`src/rtl/mem_request_unit.sv`:
```
// Single-port memory request unit: arbitrates store > load > fetch onto one bus.
// Optional bus-wait timeout is compiled in with `define MEM_REQ_TIMEOUT_EN.
module mem_request_unit #(
  parameter int TIMEOUT_CYCLES = 16
) (
  input  logic        clk,
  input  logic        rst,
  input  logic        fetch_req,
  input  logic [31:0] pc,
  input  logic        data_read_req,
  input  logic        data_write_req,
  input  logic [31:0] data_addr,
  input  logic [31:0] data_wdata,
  input  logic [31:0] data_in_BUS,
  input  logic        bus_full,
  output logic [31:0] address_out,
  output logic [31:0] data_out_BUS,
  output logic        bus_read,
  output logic        bus_write,
  output logic [31:0] instr_out,
  output logic        instr_valid,
  output logic [31:0] data_cpu_o,
  output logic        data_valid,
  output logic        instr_wait,
  output logic        bus_error
);

  localparam logic [1:0] IDLE  = 2'd0;
  localparam logic [1:0] FETCH = 2'd1;
  localparam logic [1:0] LOAD  = 2'd2;
  localparam logic [1:0] STORE = 2'd3;

  logic [1:0]  state_q, state_d;
  logic [31:0] addr_q, addr_d;
  logic [31:0] wdata_q, wdata_d;
  logic [31:0] instr_q, instr_d;
  logic [31:0] data_q, data_d;
  logic        rd_q, rd_d;
  logic        wr_q, wr_d;
  logic        ivalid_q, ivalid_d;
  logic        dvalid_q, dvalid_d;
  logic        tmo_s;
  logic        done_s;
  logic [31:0] word_s;

`ifdef MEM_REQ_TIMEOUT_EN
  localparam int CNT_W = (TIMEOUT_CYCLES > 1) ? $clog2(TIMEOUT_CYCLES) : 1;
  localparam logic [CNT_W-1:0] CNT_LAST = CNT_W'(TIMEOUT_CYCLES - 1);

  logic [CNT_W-1:0] cnt_q, cnt_d;
  logic             err_q, err_d;
`endif

  // Completion on bus acknowledge; a timed-out access completes with a zero word
  always_comb begin
    tmo_s = 1'b0;
`ifdef MEM_REQ_TIMEOUT_EN
    if (!bus_full && (cnt_q == CNT_LAST)) begin
      tmo_s = 1'b1;
    end else begin
      tmo_s = 1'b0;
    end
`endif
    done_s = bus_full | tmo_s;
    word_s = tmo_s ? 32'h0000_0000 : data_in_BUS;
  end

  // Request arbitration, bus strobes and result capture
  always_comb begin
    state_d  = state_q;
    addr_d   = addr_q;
    wdata_d  = wdata_q;
    instr_d  = instr_q;
    data_d   = data_q;
    rd_d     = rd_q;
    wr_d     = wr_q;
    ivalid_d = 1'b0;
    dvalid_d = 1'b0;
    case (state_q)
      IDLE: begin
        if (data_write_req) begin
          state_d = STORE;
          addr_d  = data_addr;
          wdata_d = data_wdata;
          rd_d    = 1'b0;
          wr_d    = 1'b1;
        end else if (data_read_req) begin
          state_d = LOAD;
          addr_d  = data_addr;
          rd_d    = 1'b1;
          wr_d    = 1'b0;
        end else if (fetch_req) begin
          state_d = FETCH;
          addr_d  = pc;
          rd_d    = 1'b1;
          wr_d    = 1'b0;
        end else begin
          rd_d = 1'b0;
          wr_d = 1'b0;
        end
      end
      FETCH, LOAD, STORE: begin
        if (done_s) begin
          state_d = IDLE;
          rd_d    = 1'b0;
          wr_d    = 1'b0;
          if (state_q == FETCH) begin
            instr_d  = word_s;
            ivalid_d = 1'b1;
          end else if (state_q == LOAD) begin
            data_d   = word_s;
            dvalid_d = 1'b1;
          end else begin
            dvalid_d = 1'b1;
          end
        end else begin
          state_d = state_q;
        end
      end
      default: begin
        state_d = IDLE;
        rd_d    = 1'b0;
        wr_d    = 1'b0;
      end
    endcase
  end

  // Main state and output registers
  always_ff @(posedge clk) begin
    if (rst) begin
      state_q  <= IDLE;
      addr_q   <= 32'h0000_0000;
      wdata_q  <= 32'h0000_0000;
      instr_q  <= 32'h0000_0000;
      data_q   <= 32'h0000_0000;
      rd_q     <= 1'b0;
      wr_q     <= 1'b0;
      ivalid_q <= 1'b0;
      dvalid_q <= 1'b0;
    end else begin
      state_q  <= state_d;
      addr_q   <= addr_d;
      wdata_q  <= wdata_d;
      instr_q  <= instr_d;
      data_q   <= data_d;
      rd_q     <= rd_d;
      wr_q     <= wr_d;
      ivalid_q <= ivalid_d;
      dvalid_q <= dvalid_d;
    end
  end

`ifdef MEM_REQ_TIMEOUT_EN
  // Wait counter restarts on every entry to a bus state; the error flag is sticky
  always_comb begin
    if ((state_q == IDLE) || done_s) begin
      cnt_d = {CNT_W{1'b0}};
    end else begin
      cnt_d = cnt_q + CNT_W'(1);
    end
    if ((state_q != IDLE) && tmo_s) begin
      err_d = 1'b1;
    end else begin
      err_d = err_q;
    end
  end

  // Timeout counter and error flag registers
  always_ff @(posedge clk) begin
    if (rst) begin
      cnt_q <= {CNT_W{1'b0}};
      err_q <= 1'b0;
    end else begin
      cnt_q <= cnt_d;
      err_q <= err_d;
    end
  end

  assign bus_error = err_q;
`else
  assign bus_error = 1'b0;
`endif

  assign address_out  = addr_q;
  assign data_out_BUS = wdata_q;
  assign bus_read     = rd_q;
  assign bus_write    = wr_q;
  assign instr_out    = instr_q;
  assign instr_valid  = ivalid_q;
  assign data_cpu_o   = data_q;
  assign data_valid   = dvalid_q;
  assign instr_wait   = (state_q != IDLE) | fetch_req | data_read_req | data_write_req;

endmodule

```
`config.mk`:
```
export PLATFORM = sky130hd
export DESIGN_NAME = mem_request_unit
export DESIGN_NICKNAME = d
export VERILOG_FILES = /design/src/rtl/mem_request_unit.sv
export SDC_FILE = /design/constraint.sdc
export NUM_CORES = 1
export LEC_CHECK = 0
export BUFFER_PORTS_ARGS = -buffer_cell sky130_fd_sc_hd__buf_2
export CAP_MARGIN = 10
export CORE_MARGIN = 5
export CORE_UTILIZATION = 45
export CTS_BUF_LIST = sky130_fd_sc_hd__clkbuf_16
export CTS_CLUSTER_DIAMETER = 40
export DETAILED_ROUTE_END_ITERATION = 6
export HOLD_SLACK_MARGIN = 0.03
export PLACE_DENSITY = 0.79
export SKIP_CTS_REPAIR_TIMING = 1
export SLEW_MARGIN = 20
export SYNTH_ARGS = -nofsm -noshare
export SYNTH_HDL_FRONTEND = slang
export SYNTH_SLANG_ARGS = --single-unit
```
`constraint.sdc`:
```
create_clock -name clk -period 2 [get_ports clk]
set_clock_uncertainty 0.05 [all_clocks]
set_input_delay 0.2 -clock clk [delete_from_list [all_inputs] [get_ports clk]]
set_output_delay 0.2 -clock clk [all_outputs]
set_load 0.03 [all_outputs]
```
==> results.json <==
{
  "outcome": "finished with violations",
  "violations": "negative hold slack",
  "fin_crit_sh": 0.937,
  "synth_flop_cell": "dfxtp_1",
  "ys_ff_latch": 134,
  "start_util": 0.461,
  "vdd_ir_drop_max_mv": 0.562,
  "overflow": 0,
  "drc": 0,
  "drive_gt1_frac": 0.374,
  "num-nets-final": 1045,
  "synth_area_leaders": "dfxtp_1, nand2_1, a21oi_1",
  "drt_iter0_markers": 397,
  "finalMaxSlewViolations": 0,
  "powerDensity_mw_per_mm2": 1000,
  "drv_cap": 0,
  "synth_top_area_share": 0.510,
  "yosys.cell_count.top_type": "nand2_1",
  "clk_path_buf_depth": 2,
  "setup_tns_ps": 0,
  "leakagePower_nw": 3.59,
  "synthArstFlopShare": 0,
  "grt_pass1_vias": 4895,
  "vias": 5570,
  "ys_seq_area_frac": 0.510,
  "avgRoutedWirePerCell_um": 16.6,
  "crit_required_ps": 2300,
  "setup_viol": 0,
  "syn_inst": 604,
  "num_rows": 39,
  "wl_um": 17700,
  "num_antenna_cells": 0,
  "rsz0062_at_grt": "no",
  "yosysWarnings": 0,
  "grt_use_total": 0.208,
  "fin_crit_ps": 1870,
  "grt_max_degree": 84,
  "antenna_found_initial": 0,
  "cts.sinks": 134,
  "synth_edf_count": 0,
  "cts_tree": "done",
  "htree_levels": 4,
  "postRouteAntennaNets": 0,
  "path_clk_slew_ps": 60,
  "cp_max_fo": 24,
  "grt_pass1_wl_um": 24300,
  "coreArea_mm2": 0.0114,
  "arrival_ps": 2170,
  "area.growth.synth_to_final_pct": 51.4,
  "synth_cell_types": 23,
  "cts_buffers": 17,
  "die-area_mm2": 0.0140,
  "root_buffer": "clkbuf_16",
  "max_freq_mhz": 534,
  "cp-start-kind": "flop",
  "syn_nets": 738,
  "dr.pass1.iters": 5,
  "dp_hpwl_um": 10700,
  "holdCritPathClass": "input pin to flop",
  "synth_top_area_cell": "dfxtp_1",
  "place.gp.congestion": 0.808,
  "path_class": "flop to flop",
  "syn_area_mm2": 0.00526,
  "via_per_inst": 5.23,
  "endpoint_kind": "flop",
  "die_w_um": 118,
  "worstSkewPairLatency_ps": 400,
  "fin_hold_ws_ps": -3.18,
  "io_buffers": 266,
  "hold_violations": 1,
  "ys_top_cells_by_count": "nand2_1, dfxtp_1, a21oi_1, clkbuf_1, nor2_1",
  "avgSynthCellArea_um2": 8.71,
  "die_h_um": 118,
  "io_pins": 268
}
where the power goes:
part / leakage (nW) / internal, mW / switching, mW / total (mW)
combinational: 2.18 / 0.605 / 1.01 / 1.61
sequential: 1.10 / 2.87 / 0.114 / 2.99
clock: 0.306 / 2.20 / 1.17 / 3.37
total: 3.59 / 5.68 / 2.30 / 7.98
worst paths after layout:
| path | slack [ps] | cells past startpoint | endpoint | from |
|---|---|---|---|---|
| setup reg to reg | 130 | 5 | address_out[0] | state_q[0] |
| hold / removal | -3 | 3 | data_out_BUS[25] | data_wdata[25] |
| hold reg to reg | 400 | 2 | data_cpu_o[12] | data_cpu_o[12] |
| setup / recovery | 130 | 5 | address_out[0] | state_q[0] |
state kept, by name, indices dropped and copies added, names as in the netlist:
signal and flops:
bus_write 1, state_q 2, instr_valid 1, data_valid 1, address_out 32, data_cpu_o 32, data_out_BUS 32, bus_read 1
instr_out 32
area by class of cell:
type	count	area [um^2]
Clock buffer	17	425
Clock inverter	14	208
Fill cell	888	3450
Inverter	1	3.75
Multi-Input combinational cell	411	2320
Sequential cell	134	2680
Tap cell	143	179
Timing Repair Buffer	346	2150
per-layer routing:
metal | vias to the layer above | GRT usage | part of all wire | wire, um
li1 | 2665 | - | - | -
met1 | 2601 | 0.246 | 0.38 | 6740
met2 | 261 | 0.352 | 0.52 | 9130
met3 | 43 | 0.0673 | 0.075 | 1340
met4 | 0 | 0.0760 | 0.027 | 485
met5 | - | 0 | 0 | 0
critical path, cell delays in order (launching register included):
cell and delay, ps:
dfxtp_1 390, nor2_2 180, buf_4 300, a21oi_1 100
a311oi_1 230, dlygate4sd3_1 570
cells by family (layout without fill, tap and decap cells):
logic type	after synthesis	in the layout	share of synthesized area
AND/OR/NAND/NOR	211	211	0.160
AO/OA/AOI/OAI	167	167	0.218
flip-flops	134	134	0.510
buffers and inverters	59	378	0.0511
multiplexers	32	32	0.0609
other	1	1	0.000713
cells in the final DEF, fill, tap and decap left out:
cell           count
a21oi_1          100
a311oi_1           2
a311oi_2          30
and2_4             1
and3b_1            2
buf_12             4
buf_2            265
buf_4             12
bufinv_16          5
clkbuf_16         17
clkinv_1           2
clkinv_2           1
clkinv_4           1
clkinvlp_4         2
conb_1             1
dfxtp_1          134
dlygate4sd3_1     65
inv_1              2
inv_6              2
mux2i_1           32
nand2_1          162
nand2b_1           2
nand3b_1           2
nor2_1            34
nor2_2             2
nor2b_1            1
nor3b_2            1
o211ai_1           1
o21ai_0           34
or3_1              2
or3b_2             2
per-stage QoR:
stage	util	power (mW)	std cells	setup WS (ps)	cell area, um^2
2_1_floorplan	-	4.05	604	297	5260
3_5_place_dp	0.585	4.53	970	294	6680
3_3_place_gp	0.585	4.51	970	357	6680
6_report	0.698	7.98	1066	126	7970
4_1_cts	0.641	7.89	1001	352	7320
5_1_grt	0.698	8.28	1066	23.1	7970
(Power assumes the default switching activity.)
